**src/rtl/multicycle_control_fsm.sv**
```systemverilog
// multicycle_control_fsm: Moore main controller sequencing the multicycle MIPS datapath.
//
// Ports:
//    clock           system clock, rising-edge state updates
//    resetN          asynchronous active-low reset (forces FETCH)
//    op              opcode field instr[31:26] from the instruction register
//    zero            ALU zero flag, used only for the beq PC enable
//    pcEn            PC enable = PCWrite | (branch & zero)
//    IorD            memory address select (0 = PC, 1 = ALUOut)
//    IRWrite         instruction register load
//    ALUSrcA         ALU A select (0 = PC, 1 = RDA)
//    ALUSrcB         ALU B select (00 RDB, 01 4, 10 SignImm, 11 SignImm<<2)
//    memToReg        write-back data select (0 = ALUOut, 1 = memory data)
//    regDst          destination register select (0 = rt, 1 = rd)
//    regWriteEnable  register file write
//    memWrite        data memory write
//    PCSrc           PC source (00 ALUResult, 01 ALUOut, 10 jump target)
//    aluOp           ALU operation class (00 add, 01 sub, 10 funct)
//    illegalOp       one-cycle pulse in DECODE for an unsupported opcode
//    stateQ          current state, for debug
//
// Optional feature: define PERF_COUNTERS_EN to add cycleCount and instrCount
// (32-bit wrapping counters of clocks and of completed instructions).
module multicycle_control_fsm #(
   parameter logic [3:0] RESET_STATE = 4'd0,
   parameter int         OP_W        = 6
) (
   input  logic            clock,
   input  logic            resetN,
   input  logic [OP_W-1:0] op,
   input  logic            zero,
   output logic            pcEn,
   output logic            IorD,
   output logic            IRWrite,
   output logic            ALUSrcA,
   output logic [1:0]      ALUSrcB,
   output logic            memToReg,
   output logic            regDst,
   output logic            regWriteEnable,
   output logic            memWrite,
   output logic [1:0]      PCSrc,
   output logic [1:0]      aluOp,
   output logic            illegalOp,
   output logic [3:0]      stateQ
`ifdef PERF_COUNTERS_EN
   ,
   output logic [31:0]     cycleCount,
   output logic [31:0]     instrCount
`endif
);
   typedef enum logic [3:0] {
      FETCH   = 4'd0,
      DECODE  = 4'd1,
      MEMADR  = 4'd2,
      MEMRD   = 4'd3,
      MEMWB   = 4'd4,
      MEMWR   = 4'd5,
      RTYPEEX = 4'd6,
      RTYPEWB = 4'd7,
      BEQEX   = 4'd8,
      ADDIEX  = 4'd9,
      ADDIWB  = 4'd10,
      JEX     = 4'd11
   } state_t;

   localparam logic [OP_W-1:0] OP_LW    = OP_W'(6'b100011);
   localparam logic [OP_W-1:0] OP_SW    = OP_W'(6'b101011);
   localparam logic [OP_W-1:0] OP_RTYPE = OP_W'(6'b000000);
   localparam logic [OP_W-1:0] OP_BEQ   = OP_W'(6'b000100);
   localparam logic [OP_W-1:0] OP_ADDI  = OP_W'(6'b001000);
   localparam logic [OP_W-1:0] OP_J     = OP_W'(6'b000010);

   state_t state, next;
   logic   pc_write, branch, ir_write, reg_write, mem_write, illegal;

   always_ff @(posedge clock or negedge resetN)
      if (!resetN) state <= state_t'(RESET_STATE);
      else state <= next;

   always_comb begin
      next      = FETCH;
      pc_write  = 1'b0;
      branch    = 1'b0;
      ir_write  = 1'b0;
      reg_write = 1'b0;
      mem_write = 1'b0;
      illegal   = 1'b0;
      IorD      = 1'b0;
      ALUSrcA   = 1'b0;
      ALUSrcB   = 2'b00;
      memToReg  = 1'b0;
      regDst    = 1'b0;
      PCSrc     = 2'b00;
      aluOp     = 2'b00;
      case (state)
         FETCH: begin
            ir_write = 1'b1;
            ALUSrcB  = 2'b01;
            pc_write = 1'b1;
            next     = DECODE;
         end
         DECODE: begin
            // branch target PC+4+(imm<<2) is precomputed into ALUOut here
            ALUSrcB = 2'b11;
            case (op)
               OP_LW, OP_SW: next = MEMADR;
               OP_RTYPE:     next = RTYPEEX;
               OP_BEQ:       next = BEQEX;
               OP_ADDI:      next = ADDIEX;
               OP_J:         next = JEX;
               default:      illegal = 1'b1;
            endcase
         end
         MEMADR: begin
            ALUSrcA = 1'b1;
            ALUSrcB = 2'b10;
            next    = (op == OP_LW) ? MEMRD : MEMWR;
         end
         MEMRD: begin
            IorD = 1'b1;
            next = MEMWB;
         end
         MEMWB: begin
            memToReg  = 1'b1;
            reg_write = 1'b1;
         end
         MEMWR: begin
            IorD      = 1'b1;
            mem_write = 1'b1;
         end
         RTYPEEX: begin
            ALUSrcA = 1'b1;
            aluOp   = 2'b10;
            next    = RTYPEWB;
         end
         RTYPEWB: begin
            regDst    = 1'b1;
            reg_write = 1'b1;
         end
         BEQEX: begin
            ALUSrcA = 1'b1;
            aluOp   = 2'b01;
            PCSrc   = 2'b01;
            branch  = 1'b1;
         end
         ADDIEX: begin
            ALUSrcA = 1'b1;
            ALUSrcB = 2'b10;
            next    = ADDIWB;
         end
         ADDIWB: reg_write = 1'b1;
         JEX: begin
            PCSrc    = 2'b10;
            pc_write = 1'b1;
         end
         default: next = FETCH;
      endcase
   end

   // state already reads FETCH during reset; the enables are also gated so
   // nothing is written while resetN is held low
   assign pcEn           = resetN & (pc_write | (branch & zero));
   assign IRWrite        = resetN & ir_write;
   assign regWriteEnable = resetN & reg_write;
   assign memWrite       = resetN & mem_write;
   assign illegalOp      = resetN & illegal;
   assign stateQ         = state;

`ifdef PERF_COUNTERS_EN
   always_ff @(posedge clock or negedge resetN)
      if (!resetN) begin
         cycleCount <= 32'd0;
         instrCount <= 32'd0;
      end else begin
         cycleCount <= cycleCount + 32'd1;
         if (state != FETCH && next == FETCH) instrCount <= instrCount + 32'd1;
      end
`endif
endmodule
```
**config.mk**
```make
export PLATFORM = sky130hd
export DESIGN_NAME = multicycle_control_fsm
export DESIGN_NICKNAME = d
export VERILOG_FILES = /design/src/rtl/multicycle_control_fsm.sv
export SDC_FILE = /design/constraint.sdc
export NUM_CORES = 1
export LEC_CHECK = 0
export CORE_MARGIN = 3
export CORE_UTILIZATION = 25
export CTS_CLUSTER_DIAMETER = 60
export DETAILED_ROUTE_END_ITERATION = 10
export PLACE_DENSITY = 0.53
export SLEW_MARGIN = 20
export SYNTH_ARGS = -nofsm -noshare
export SYNTH_HDL_FRONTEND = slang
export SYNTH_SLANG_ARGS = --single-unit
```
**constraint.sdc**
```tcl
create_clock -name clock -period 2.6 [get_ports clock]
set_input_delay 0.78 -clock clock [delete_from_list [all_inputs] [get_ports clock]]
set_output_delay 0.78 -clock clock [all_outputs]
set_load 0.02 [all_outputs]
```
# Word level (Yosys, flattened, before mapping)
# Cells that the tools add are included.
word_totals:
  out_inout_bits: 19
  register_bits: 4
  in_bits: 9
  elab_cells: 50
op_classes:
  bitwise_logic: 7
  mux: 17
  n_eq_ne: 16
  reduce_logical: 9
ops:
  columns: ["op", "n"]
  rows:
  - ["one-hot mux 4 bit (6 select lines)", 1]
  - ["one-hot mux 4 bit (5 select lines)", 1]
  - ["equality test 4 x 3 -> 1 bit, second input constant", 4]
  - ["equality test 4 bit, second input constant", 4]
  - ["equality test 6 bit, second input constant", 2]
  - ["2-to-1 mux 1 bit", 11]
  - ["equality test 4 x 2 -> 1 bit, second input constant", 2]
  - ["one-hot mux 2 bit (2 select lines)", 2]
  - ["OR reduction 2 bit", 4]
  - ["AND 1 bit", 6]
  - ["equality test 6 x 2 -> 1 bit, second input constant", 1]
  - ["equality test 6 x 3 -> 1 bit, second input constant", 1]
  - ["equality test 6 x 4 -> 1 bit, second input constant", 1]
  - ["logical NOT 6 bit", 1]
  - ["one-hot mux 2 bit (3 select lines)", 1]
  - ["OR reduction 6 bit", 1]
  - ["equality test 4 x 1 -> 1 bit, second input constant", 1]
  - ["logical NOT 4 bit", 1]
  - ["OR reduction 4 bit", 1]
  - ["2-to-1 mux 3 bit", 1]
  - ["OR reduction 3 bit", 1]
  - ["OR 1 bit", 1]

# Longest topological paths before layout
# Gate-level depths: netlist (run 1).
logic_depth:
  ltp_word: 5
  mapped_depth: 4
  ltp_nobuf: 3

# Worst setup path after synthesis (run 1)
# No wires, ideal clock.
synth_path:
  path_type: "input port to output port"
  startpoint: "input resetN"
  endpoint: "output illegalOp"
  stages: 3
  setup_slack_ps: -102
  t_required_ps: 1820
  arrival_time_ps: 1922
  path_cell_list: "inv_1 -> or3_1 -> nor4b_1"
synth_via:
  elab_chain_cells: 1
synth_lines:
  columns: ["item", "line", "rtl"]
  rows:
  - ["start: declaration", "29", "input logic resetN,"]
  - ["AND 1 bit", "166", "assign illegalOp = resetN & illegal;"]
  - ["end: declaration", "43", "output logic illegalOp,"]
# Every way passes these cells.

# Worst setup path in the final report (run 1)
layout_path:
  startpoint: "input op[5]"
  endpoint: "output illegalOp"
layout_via:
  elab_chain_cells: 5
  elab_cells_between_ends: 10
  cone_classes: "5 x eq/ne; 2 x mux; 1 x bitwise; 2 x reduce/logical"
layout_lines:
  columns: ["item", "line", "rtl"]
  rows:
  - ["start: declaration", "30", "input logic [OP_W-1:0] op,"]
  - ["equality test 6 bit, or another cell as far along", "105", "case (op)"]
  - ["OR reduction 6 bit (no source line) *", null, null]
  - ["2-to-1 mux 1 bit *", "105", null]
  - ["2-to-1 mux 1 bit *", "95", "case (state)"]
  - ["AND 1 bit *", "166", null]
# Every way passes the cells marked *; elsewhere a longest branch is shown, timed or not.

==> impl_metrics.toml, run 1 <==
[route]
drt-total-wl_um = 1510
wl_per_cell_um = 11.5
vias = 622
drc = 0
drt-pass1-iter-count = 4
via_per_inst = 4.71
drt-initial-drc-count = 8
antenna_left = 0

[sta]
finalClockSkew_ns = 0.00538
setup_slack_ns = 0.0804
final_max_slew_viol_count = 0
worstMarginPinSlew_ns = 0.382
finalCritPeriodShare_pct = 96.9
fmax_ghz = 0.397
max_slew_margin_pct = 74.4
setup_viol = 0
rsz0062_at_grt = "false"
finalHoldViolations = 0
post-route-min-period_ns = 2.52

[yosys]
synth_seq_cells = 4
synth_cells = 66
synth.most_common_cell = "nor3_1"
ys.warnings.count = 0
synth_top_area_share_pct = 20.9
ys.flop_type = "dfrtp_1"
async_flop_share_pct = 100
synth_common_cells = "8 x nor3_1, 5 x inv_1, 5 x nor2_1, 5 x o21ai_0"
seq_area_frac_synth_pct = 20.9
syn-num-nets = 75
avgSynthCellArea_sq_um = 7.24
netlist_area_sq_um = 478
ys_types = 32
synth_top_cell_by_area = "dfrtp_1"
synth_edf_count = 0
synth_area_leaders = "dfrtp_1 21%, nor3_1 8.4%, o21ai_0 5.2%"

[power_and_ir_drop]
power_leakage_uw = 0.000456
power_density_nw_per_um2 = 627
vdd_ir_drop_max_v = 0.000238

[critical_path]
cp_max_fo = 4
arrival_ns = 1.74
criticalPathCategory = "in -> out"
required_ns = 1.82
cp-end-kind = "output port"
start_kind = "input pin"

[floorplanning]
initial_core_util_pct = 27.1
core_area_sq_um = 1760
fp.dieW_um = 49.7
pin_count = 28
die_area_sq_um = 2470
die_y_um = 49.7
num_rows = 15

[clock_network]
cts_tree = "built"
cts_made_buffers = 3
cts.sinks = 4
htreeDepth = 1
root_buffer = "clkbuf_4"
cts.path.max_buffers = 2
cts.clk_slew.worst_paths_ns = 0.04
clock_latency_ns = 0.23
ctsHoldBuffers = 0

[finish]
area_growth_syn_to_layout_pct = 91.4
seq_area_sq_um = 100
nNetsFinal = 118
multi_input_area_sq_um = 380
largest_register_ffs = 4
fillers = 207
design_area_sq_um = 915
diodes = 0
drive_gt1_share_pct = 31.8

[global_routing]
grt_remaining_overflow = 0
grt_max_degree = 11
track_usage_pct = 13.4
grt_pass1_vias = 594
grt_pass1_wl_um = 2590
antenna_found_initial = 0

[worst_hold_path]
min_path_type = "in -> async"

[outcome]
status = "finished, final reports clean"

[place]
post-dp-hpwl_um = 1260
gp_congestion = 0.750
dpl_worst_slack_ns = -0.759
placed_area_sq_um = 867
io_buffers = 27

[flow_run]
max-cap-violations = 0
## what timing repair did
| item | CTS | global route |
|---|---|---|
| buffers inserted | 0 | 1 |
| gates resized for setup | 35 | 8 |
| pin swaps | 1 | 3 |
| setup endpoints to repair | 9 | 4 |
## path summary, 6_finish.rpt
| kind | start | endpoint | slack, ns | cells after the start |
|---|---|---|---|---|
| setup / recovery | op[5] | illegalOp | 0.08 | 5 |
| hold / removal | resetN | stateQ[0] | 0.44 | 2 |
| setup reg to reg | stateQ[2] | stateQ[1] | 1.29 | 4 |
| hold reg to reg | stateQ[3] | stateQ[0] | 0.60 | 2 |
| max in group asynchronous | resetN | stateQ[3] | 2.06 | 2 |
| min in group clock | stateQ[3] | stateQ[0] | 0.60 | 2 |
## layout by cell type, fill, tap and decap left out, types with 2 or more instances in the layout
cell,count
nor2_1,5
clkbuf_4,3
o211ai_1,2
dlymetal6s2s_1,2
nor4_1,2
nor3b_1,2
dlygate4sd2_1,13
dfrtp_1,4
buf_4,17
buf_2,2
o21ai_0,4
nor3_1,7
inv_1,5
nand2_1,3
clkdlybuf4s50_1,8
a21oi_1,2
or2b_2,2
nand3_1,4
## critical path, cell delays in order
cell           delay (ns)
dlygate4sd2_1        0.27
and3_4               0.20
o21ai_2              0.13
nor4b_4              0.19
buf_4                0.17
## cell type report
class / instances / share of cell area (%)
clock buffers: 3 / 2.46
multi-input cells: 52 / 41.6
flip-flops and latches: 4 / 10.9
inverters: 5 / 2.05
repair buffers: 43 / 39.5
well taps: 25 / 3.42
## metrics by stage
stage | util [%] | hold WS (ns) | TNS (ns) | cells | total power (uW)
finish | 51.8 | 0.436 | 0 | 132 | 573
global route | 51.8 | 0.446 | 0 | 132 | 622
CTS | 49.9 | 0.562 | -0.0381 | 131 | 570
detailed placement | 49.1 | 0.604 | -2.60 | 128 | 513
global placement | 49.1 | 0.616 | -2.57 | 128 | 513
floorplan | - | 0.484 | 0 | 66 | 314
## per-layer routing
layer / track usage, % / up-vias / wire (um)
met5: 0 / - / 0
met4: 2.76 / 0 / 0
met3: 3.93 / 0 / 90
met2: 24.4 / 20 / 726
met1: 15.2 / 277 / 695
li1: - / 325 / -
## report_power, final
part / total, uW / internal, uW / switching [uW]
Clock: 75.9 / 51.5 / 24.4
Combinational: 411 / 186 / 225
Sequential: 86.4 / 77.0 / 9.37
Total: 573 / 315 / 258
## cell families after synthesis
group	Yosys count	share of synthesized area, %
compound gates	16	23.6
xor+xnor	3	5.50
buf+inv	10	10.5
flops	4	20.9
simple gates	33	39.5
No activity file was read; power rests on OpenSTA's default activity.
==> inputs of run 2 (changes only) <==
CELL_PAD_IN_SITES_DETAIL_PLACEMENT = 1   (was unset)
CELL_PAD_IN_SITES_GLOBAL_PLACEMENT = 1   (was unset)
PLACE_DENSITY = unset   (was 0.53)
PLACE_DENSITY_LB_ADDON = 0.1   (was unset)
==> run 2 against run 1 <==
Effect of this change: critical endpoint unchanged; clock power up 0.5%; design area down 2.1%; critical path depth unchanged; hold slack better by 0.0089 ns; largest cell class is now buffers.
==> impl_metrics.toml, run 2 (synthesis gave the netlist of run 1 again) <==
[route]
drt-total-wl_um = 1810
drt-pass1-iter-count = 2
via_per_inst = 4.86
wl_per_cell_um = 13.6
vias = 647
antenna_left = 0
drt-initial-drc-count = 1
drc = 0

[clock_network]
cts_made_buffers = 3
htreeDepth = 1
post_cts_buffers = 0
ctsHoldBuffers = 0
cts.clk_slew.worst_paths_ns = 0.04
cts.path.max_buffers = 2
cts.sinks = 4
cts_tree = "built"
root_buffer = "clkbuf_4"
clock_latency_ns = 0.23

[sta]
setup_viol = 0
worstMarginPinSlew_ns = 0.366
post-route-min-period_ns = 2.54
max_slew_margin_pct = 75.4
finalClockSkew_ns = 0.00398
fmax_ghz = 0.394
final_max_slew_viol_count = 0
rsz0062_at_grt = "false"
finalCritPeriodShare_pct = 97.6
finalHoldViolations = 0
finalSetupTns_ns = 0

[critical_path]
arrival_ns = 1.76
cp-end-kind = "output port"
start_kind = "input pin"
criticalPathCategory = "in -> out"
required_ns = 1.82
cp_max_fo = 2

[global_routing]
grt_max_degree = 11
grt_remaining_overflow = 0
track_usage_pct = 16.3
grt_pass1_vias = 698
grt_pass1_wl_um = 3150
antenna_found_initial = 0

[place]
post-dp-hpwl_um = 1470
io_buffers = 27
gp_congestion = 0.838

[floorplanning]
num_rows = 15
fp.dieW_um = 49.7
core_area_sq_um = 1760
die_y_um = 49.7
die_area_sq_um = 2470
pin_count = 28
initial_core_util_pct = 27.1

[power_and_ir_drop]
power.total_uw = 571
power_leakage_uw = 0.000440
vdd_ir_drop_max_v = 0.000281
power_density_nw_per_um2 = 637

[finish]
nNetsFinal = 119
diodes = 0
area_growth_syn_to_layout_pct = 87.4
drive_gt1_share_pct = 31.5
final_common_cell = "buf_4"
final_cell_mix = "18 x buf_4, 13 x dlygate4sd2_1, 8 x clkdlybuf4s50_1"
fillers = 260
largest_register_ffs = 4

[outcome]
status = "finished, final reports clean"

[worst_hold_path]
min_path_type = "in -> async"

[flow_run]
max-cap-violations = 0
[run 2: cell types whose count changed in the layout (fill, tap and decap cells not counted), sizes merged]
| cell | before | now |
|---|---|---|
| buf | 19 | 21 |
| clkbuf | 4 | 3 |
[run 2: cell type report]
| class | count | area [sq um] | share of cell area [%] |
|---|---|---|---|
| Clock buffer | 3 | 22.5 | 2.51 |
| Inverter | 5 | 18.8 | 2.09 |
| Multi-Input combinational cell | 52 | 354 | 39.5 |
| Sequential cell | 4 | 100 | 11.2 |
| Tap cell | 25 | 31.3 | 3.49 |
| Timing Repair Buffer | 44 | 369 | 41.2 |
[run 2: through the flow]
stage,setup WS [ns],utilization [%],area [sq um],cells,hold slack [ns]
detailed placement,-0.751,50.0,882,130,0.649
finish,0.0629,50.8,896,133,0.445
floorplan,0.0905,-,484,66,0.484
global route,0.00602,50.8,896,133,0.452
CTS,0.0423,50.1,883,133,0.442
global placement,-0.745,50.0,882,130,0.658
[run 2: power by group]
group	internal [uW]	switching, uW	total [uW]
registers	77.0	12.8	89.8
logic	180	224	405
clock network	51.6	24.7	76.3
total	309	262	571
[run 2: what timing repair did]
action | CTS | global route
resized for setup | 37 | 4
endpoints found under the setup margin | 10 | 3
pin swaps | 2 | 0
[run 2: worst paths after layout]
path,start,to,slack [ns],cells after the start
worst max-delay path,resetN,illegalOp,0.06,5
worst min-delay path,resetN,stateQ[0],0.44,2
worst max register to register,stateQ[2],stateQ[1],1.36,4
worst min register to register,stateQ[0],stateQ[2],0.66,2
max in group asynchronous,resetN,stateQ[3],2.05,2
min in group clock,stateQ[0],stateQ[2],0.66,2
[run 2: critical path, cell delays in order]
cell and delay [ns]:
buf_2 0.09, inv_2 0.04, or3_4 0.39, nor4b_2 0.27
buf_4 0.18
[run 2: per-layer routing]
layer | up-vias | global-route usage, % | wire (um)
met4 | 0 | 2.76 | 0
met3 | 0 | 4.83 | 85
met5 | - | 0 | 0
met1 | 307 | 20.1 | 810
met2 | 14 | 28.2 | 909
li1 | 326 | - | -
